File: src/rtl/bcd_pkg.sv
// Shared types and constants for the BCD keypad/price-entry datapath.
package bcd_pkg;
  typedef enum logic {IDLE = 1'b0, CONV = 1'b1} state_t;

  localparam int         NDIG      = 4;
  localparam logic [3:0] BCD_MAX   = 4'd9;
  localparam int         BIN_W_MIN = 14;
endpackage

File: src/rtl/bcd_mac10.sv
// One decimal accumulate step, acc*10 + digit, built from shifts and adds.
module bcd_mac10 #(
  parameter int W = 14
) (
  input  logic [W-1:0] acc_in,
  input  logic [3:0]   digit,
  output logic [W-1:0] acc_out,
  output logic         digit_bad
);
  import bcd_pkg::*;

  // Truncation to W only bites on invalid digits, whose result is thrown away.
  assign acc_out   = (acc_in << 3) + (acc_in << 1) + {{(W-4){1'b0}}, digit};
  assign digit_bad = (digit > BCD_MAX);
endmodule

File: src/rtl/bcd_to_binary.sv
// Iterative 4-digit BCD to binary converter, one digit per clock, start/busy/done.
module bcd_to_binary #(
  parameter int BIN_W = 14,
  parameter int NDIG  = bcd_pkg::NDIG
) (
  input  logic             clk,
  input  logic             reset,
  input  logic             start,
  input  logic [3:0]       thos,
  input  logic [3:0]       hund,
  input  logic [3:0]       tens,
  input  logic [3:0]       ones,
  output logic             busy,
  output logic             done,
  output logic [BIN_W-1:0] binary,
  output logic             err
);
  import bcd_pkg::*;

  localparam int                CNT_W    = (NDIG > 1) ? $clog2(NDIG) : 1;
  localparam logic [CNT_W-1:0]  CNT_LAST = CNT_W'(NDIG - 1);

  state_t                  state, state_nxt;
  logic [NDIG-1:0][3:0]    dig_q;
  logic [BIN_W-1:0]        acc;
  logic [CNT_W-1:0]        cnt;
  logic                    err_int;
  logic [BIN_W-1:0]        mac_out;
  logic                    mac_bad;
  logic                    last;

  bcd_mac10 #(.W(BIN_W)) u_mac (
    .acc_in   (acc),
    .digit    (dig_q[NDIG-1]),
    .acc_out  (mac_out),
    .digit_bad(mac_bad)
  );

  assign last = (cnt == CNT_LAST);

  always_comb begin
    state_nxt = state;
    busy      = 1'b0;
    case (state)
      IDLE: if (start) state_nxt = CONV;
      CONV: begin
        busy = 1'b1;
        if (last) state_nxt = IDLE;
      end
      default: state_nxt = IDLE;
    endcase
  end

  always_ff @(posedge clk) begin
    if (reset) state <= IDLE;
    else       state <= state_nxt;
  end

  // Thousands digit sits at the head of the shift register and is consumed first.
  always_ff @(posedge clk) begin
    if (reset) begin
      dig_q   <= '0;
      acc     <= '0;
      cnt     <= '0;
      err_int <= 1'b0;
      binary  <= '0;
      err     <= 1'b0;
      done    <= 1'b0;
    end else begin
      done <= 1'b0;
      case (state)
        IDLE: if (start) begin
          dig_q   <= {thos, hund, tens, ones};
          acc     <= '0;
          cnt     <= '0;
          err_int <= 1'b0;
        end
        CONV: begin
          acc     <= mac_out;
          dig_q   <= {dig_q[NDIG-2:0], 4'h0};
          cnt     <= cnt + CNT_W'(1);
          err_int <= err_int | mac_bad;
          if (last) begin
            binary <= (err_int | mac_bad) ? '0 : mac_out;
            err    <= err_int | mac_bad;
            done   <= 1'b1;
          end
        end
        default: ;
      endcase
    end
  end
endmodule

File: config.mk
export PLATFORM = sky130hd
export DESIGN_NAME = bcd_to_binary
export DESIGN_NICKNAME = d
export VERILOG_FILES = /design/src/rtl/bcd_pkg.sv /design/src/rtl/bcd_mac10.sv /design/src/rtl/bcd_to_binary.sv
export SDC_FILE = /design/constraint.sdc
export NUM_CORES = 1
export LEC_CHECK = 0
export CAP_MARGIN = 20
export CORE_MARGIN = 1
export CORE_UTILIZATION = 54
export CTS_CLUSTER_DIAMETER = 200
export DETAILED_ROUTE_END_ITERATION = 10
export GPL_ROUTABILITY_DRIVEN = 0
export HOLD_SLACK_MARGIN = 0.12
export PLACE_DENSITY = 0.77
export SLEW_MARGIN = 15
export SYNTH_ARGS = -nofsm -noshare
export SYNTH_HDL_FRONTEND = slang
export SYNTH_SLANG_ARGS = --single-unit
File: constraint.sdc
create_clock -name clk -period 3.2 [get_ports clk]
set_input_delay 0.32 -clock clk [delete_from_list [all_inputs] [get_ports clk]]
set_output_delay 0.32 -clock clk [all_outputs]
set_load 0.005 [all_outputs]
### Word-level counts from Yosys, hierarchy flattened

Cells that the tools add are included.

* muxes and demuxes: 14
* bitwise logic cells: 2
* add/sub/neg operators: 3
* order comparisons: 1
* reductions and logical operators: 2
* equal/unequal tests: 2

Operators with widths (count)
* $pmux 16 s2: 1
* $pmux 13 s2: 1
* $mux 16: 1
* $add 14x14->14: 1
* $add 14x4->14: 1
* $mux 14: 1
* $mux 13: 1
* $mux 1: 5
* $gt 4x4->1 const B: 1
* $pmux 1 s2: 2
* $pmux 2 s2: 1
* $add 2x1->2 const B: 1
* $eq 2x2->1 const B: 1
* $mux 2: 1
* $ne 2x2->1 const B: 1
* $reduce_and 2->1: 1
* $reduce_or 2->1: 1
* $not 1->1: 1
* $or 1x1->1: 1

* register bits: 49
* output and inout bits: 17
* input port bits: 19
* logic and storage cells: 35

### Depth between registers and ports, before layout

* depth after elaboration: 3
* depth in mapped cells: 10
* gate-level depth less buffers: 10

### Hierarchy

Synthesis repeated with hierarchy kept, for this count alone.

* cell total of the unflattened synthesis: 264
* area, all modules: 2620.0 sq um

Modules (own cells, without submodules)
* bcd_to_binary: cells an instance 187, times used 1, area an instance 1956.9 sq um, seq. area each 1001.0 sq um
* bcd_mac10: cells an instance 77, times used 1, area an instance 663.1 sq um, seq. area each 0.0 sq um

### Least setup slack after synthesis

No wires, ideal clock.

* path type: register -> register
* start: register dig_q[15] (netlist bit)
* end: register binary[12]
* stages on the path, launching flop included: 9
* buffers on the path: 0
* slack: 676 ps
* setup time: 117 ps
* clock period less this slack: 2524 ps
* data required time: 3083 ps
* data arrival time: 2406 ps
* cells stage by stage: dfxtp_1 -> inv_1 -> fa_1 -> fa_1 -> nor2b_4 -> o31a_1 -> o311a_1 -> or3_1 -> a32o_1

* cells in the longest elaborated chain, start to end: 3
* elaborated cells on any way between the ends: 4
* those cells by class: add/sub (1); order compare (1); mux (1); bitwise (1)

RTL lines
* start: declaration: RTL line bcd_to_binary.sv:24 `logic [NDIG-1:0][3:0] dig_q;`
* start signal: assignment: RTL line bcd_to_binary.sv:73 `dig_q <= {thos, hund, tens, ones};`
* start signal: assignment: RTL line bcd_to_binary.sv:80 `dig_q <= {dig_q[NDIG-2:0], 4'h0};`
* branches (longest 2 deep; another with $add 14x4->14)
* $mux 14 *: RTL line bcd_to_binary.sv:84 `binary <= (err_int | mac_bad) ? '0 : mac_out;`
* end signal: assignment: RTL line bcd_to_binary.sv:84
* end: declaration: RTL line bcd_to_binary.sv:15 `output logic [BIN_W-1:0] binary,`

Mark *: on every way between the ends.
A chain may end at the register's enable or synchronous reset.

### Worst setup path after layout

Same ends and word-level chain as after synthesis.

==> flow_metrics.tcl <==
set metrics [dict create \
    die_h_um 70.75 \
    area_growth_pct 21.03 \
    cp-startpoint "dig_q[15]$_SDFFE_PP0P_" \
    rows 24 \
    comb_power_share_pct 10.1 \
    timing.hold.ws_ns 0.4598 \
    max-cap-violations 0 \
    synth_cell_type_count 41 \
    hold_viol 0 \
    status "completed" \
    final_common_cell "dfxtp_1" \
    rsz0062_at_grt "no" \
    dpl.hpwl_um 3885 \
    p_sw_mw 0.2956 \
    wl_met2_um 2505 \
    die_area_sq_mm 0.005006 \
    intPower_mw 0.9992 \
    wl_met3_um 197 \
    start_util_pct 57.43 \
    insertion_delay_ns 0.30 \
    end_kind "flop" \
    fin_crit_sh_pct 83.72 \
    track_usage_pct 23.00 \
    finClkSkew_ns 0.006107 \
    peakVddDrop_v 0.0003027 \
    crit_fanout 4 \
    drive_above_1_share_pct 6.231 \
    slew_violations 0 \
    crit-reg2reg-launch "dig_q[15]$_SDFFE_PP0P_" \
    fill_cells 363 \
    period_needed_ns 2.679 \
    grt-ovfl-total 0 \
    ys_async_sr_fraction_pct 0 \
    dieWidth_um 70.75 \
    critPathSlowestCell "fa_1" \
    power_frac_seq_pct 49.4 \
    grt_max_degree 54 \
    fin_setup_tns_ns 0 \
    critPathMaxStageDelay_ns 0.59 \
    synth_edf_count 0 \
    crit_top_cell "fa_1" \
    worstSetupPathType "reg2reg" \
    worst_slack_ns 0.5211 \
    wl_per_cell_um 14.37 \
    drcViolationCount 0 \
    grt_pass1_wl_um 9114 \
    htree_levels 2 \
    ctsHoldBuffers 0 \
    clock_power_share_pct 40.5 \
    top_layer_used "met4" \
    layout_common_cells "48 x dfxtp_1, 47 x nor2_1, 35 x clkdlybuf4s50_1, 30 x a21oi_1, 23 x ha_1" \
    clockRootBuffer "clkbuf_8" \
    antennaDiodeCount 0 \
    tritoncts "done" \
    min_from "binary[9]$_SDFFE_PP0P_" \
    synth_area_leaders "dfxtp_1 38%, ha_1 11%, mux2i_1 7.1%" \
    slew_headroom_pct 68.29 \
    synth_area_per_cell_sq_um 8.863 \
    nets 364 \
    ys.warnings.count 0 \
    multi_input_area_sq_mm 0.001471 \
    clock_tree.buffer_depth 2 \
    path_buf_inv 1 \
    ant_nets 0 \
    ys.flop_type "dfxtp_1" \
    p_sw_share_pct 22.83 \
    leakagePower_nw 1.382 \
    clock_sinks 49 \
    dp.cells 365 \
    ios 36 \
    worstPathRequired_ns 3.40 \
    instances_no_fill 373 \
    setup_viol 0 \
    path_clk_slew_ns 0.09 \
    antenna_found_initial 0 \
    crit_path_cell_trace "inv_1 > fa_1 > fa_1 > nor2b_4 > o31a_1 > o311a_1 > or3_1 > a32o_1" \
    syn_area_sq_mm 0.002552 \
    start_kind "flop" \
    ys_seq_area_share_pct 38.43 \
    tightestPinTransition_ns 0.4757 \
    hold_path_class "reg2reg" \
    place_ws_ns 0.5546 \
    ys_ff_latch 49 \
    cts_setup_buffers 0 \
    port_buffers 35 \
    cts-buffers-inserted 5 \
    yosysTopAreaCellShare_pct 38.43 \
    crit_family "compound AO/OA/AOI/OAI gates" \
    syn_inst 288 \
    yosys.area.top_type "dfxtp_1" \
    crit_arrival_ns 2.88 \
    synth_nets 332 \
    dr.pass1.iters 4 \
    grt_pass1_vias 1954 \
    viasPerCell 5.606 \
    drt-total-wl_um 5359 \
    drt_iter0_drc 135 \
    core-area_sq_mm 0.004444 \
    vias 2091 \
    wl_met1_um 2567 \
    post_cts_resized 0 \
    clock.fmax_mhz 373.3 \
    seq_area_sq_um 982.2 \
    powerDensity_mw_per_mm2 419.1 \
]
-- sequential cells by signal (all words and copies together) (netlist names) --
register,flops
err,1
state,1
err_int,1
dig_q,16
binary,14
acc,13
cnt,2
done,1
-- cell usage after synthesis, types with 2 or more instances --
master and number:
nand2b_1 2, inv_1 9, nand3b_1 5, xnor2_1 5, buf_2 2, clkbuf_1 14, a22o_1 7, dfxtp_1 49
ha_1 23, nand4b_1 2, nand3_1 2, a31oi_1 2, o21ai_0 11, nor3b_1 9, mux2i_1 18, nor3_1 8
a21o_1 5, a21oi_1 30, nand4_1 2, nand2_1 12, nor2_1 47, xor2_1 4, fa_1 2
-- kinds of logic (layout without fill, tap and decap cells) --
logic type | count (synthesis) | count (layout) | synth area share, %
muxes | 18 | 18 | 7.059
DFF | 49 | 49 | 38.43
buffers and inverters | 26 | 59 | 3.921
xor gates and xnor gates | 9 | 9 | 3.088
AOI/OAI and AO/OA | 64 | 64 | 15.44
adders and majority gates | 25 | 25 | 12.84
and+or+nand+nor | 97 | 97 | 19.22
-- metrics by stage --
step	total power, mW	cell area, sq um	utilization [%]
finish	1.295	3089	69.51
global route	1.350	3089	69.51
CTS	1.304	3089	69.51
detailed placement	0.7840	2955	66.50
global placement	0.7799	2955	66.50
floorplan	0.7355	2552	-
-- power by group through the flow --
| stage | clock, mW | sequential, mW | combinational [mW] |
|---|---|---|---|
| final | 0.525 | 0.639 | 0.131 |
| after CTS | 0.533 | 0.639 | 0.132 |
| after detailed placement | 0 | 0.653 | 0.131 |
| after floorplan | 0 | 0.647 | 0.0883 |
| after global placement | 0 | 0.652 | 0.128 |
| after global routing | 0.562 | 0.641 | 0.147 |
-- cell type report --
type	instances	area share, %
sequential	49	31.79
timing repair buffer	42	13.04
multi-input combinational	213	47.63
inverter	9	1.094
clock buffer	5	2.228
tap	52	2.106
clock inverter	3	2.106
-- metal layers --
metal	vias to the layer above	global-route usage [%]
met5	-	0
met1	951	28.47
met3	11	5.128
met4	0	7.111
met2	43	39.96
li1	1086	-
-- final timing paths --
| check | cells after the start | slack [ns] | end |
|---|---|---|---|
| setup / recovery | 8 | 0.52 | binary[12]$_SDFFE_PP0P_ |
| hold / removal | 2 | 0.46 | binary[9]$_SDFFE_PP0P_ |
| setup reg to reg | 8 | 0.52 | binary[12]$_SDFFE_PP0P_ |
| hold reg to reg | 2 | 0.46 | binary[9]$_SDFFE_PP0P_ |
-- worst register-to-register path, stage by stage, from the launching register on --
cell and delay [ns]:
dfxtp_1 0.35, inv_1 0.07, fa_1 0.59, fa_1 0.27, nor2b_4 0.06, o31a_1 0.28
o311a_1 0.31, or3_1 0.37, a32o_1 0.27
(Power assumes the default switching activity.)
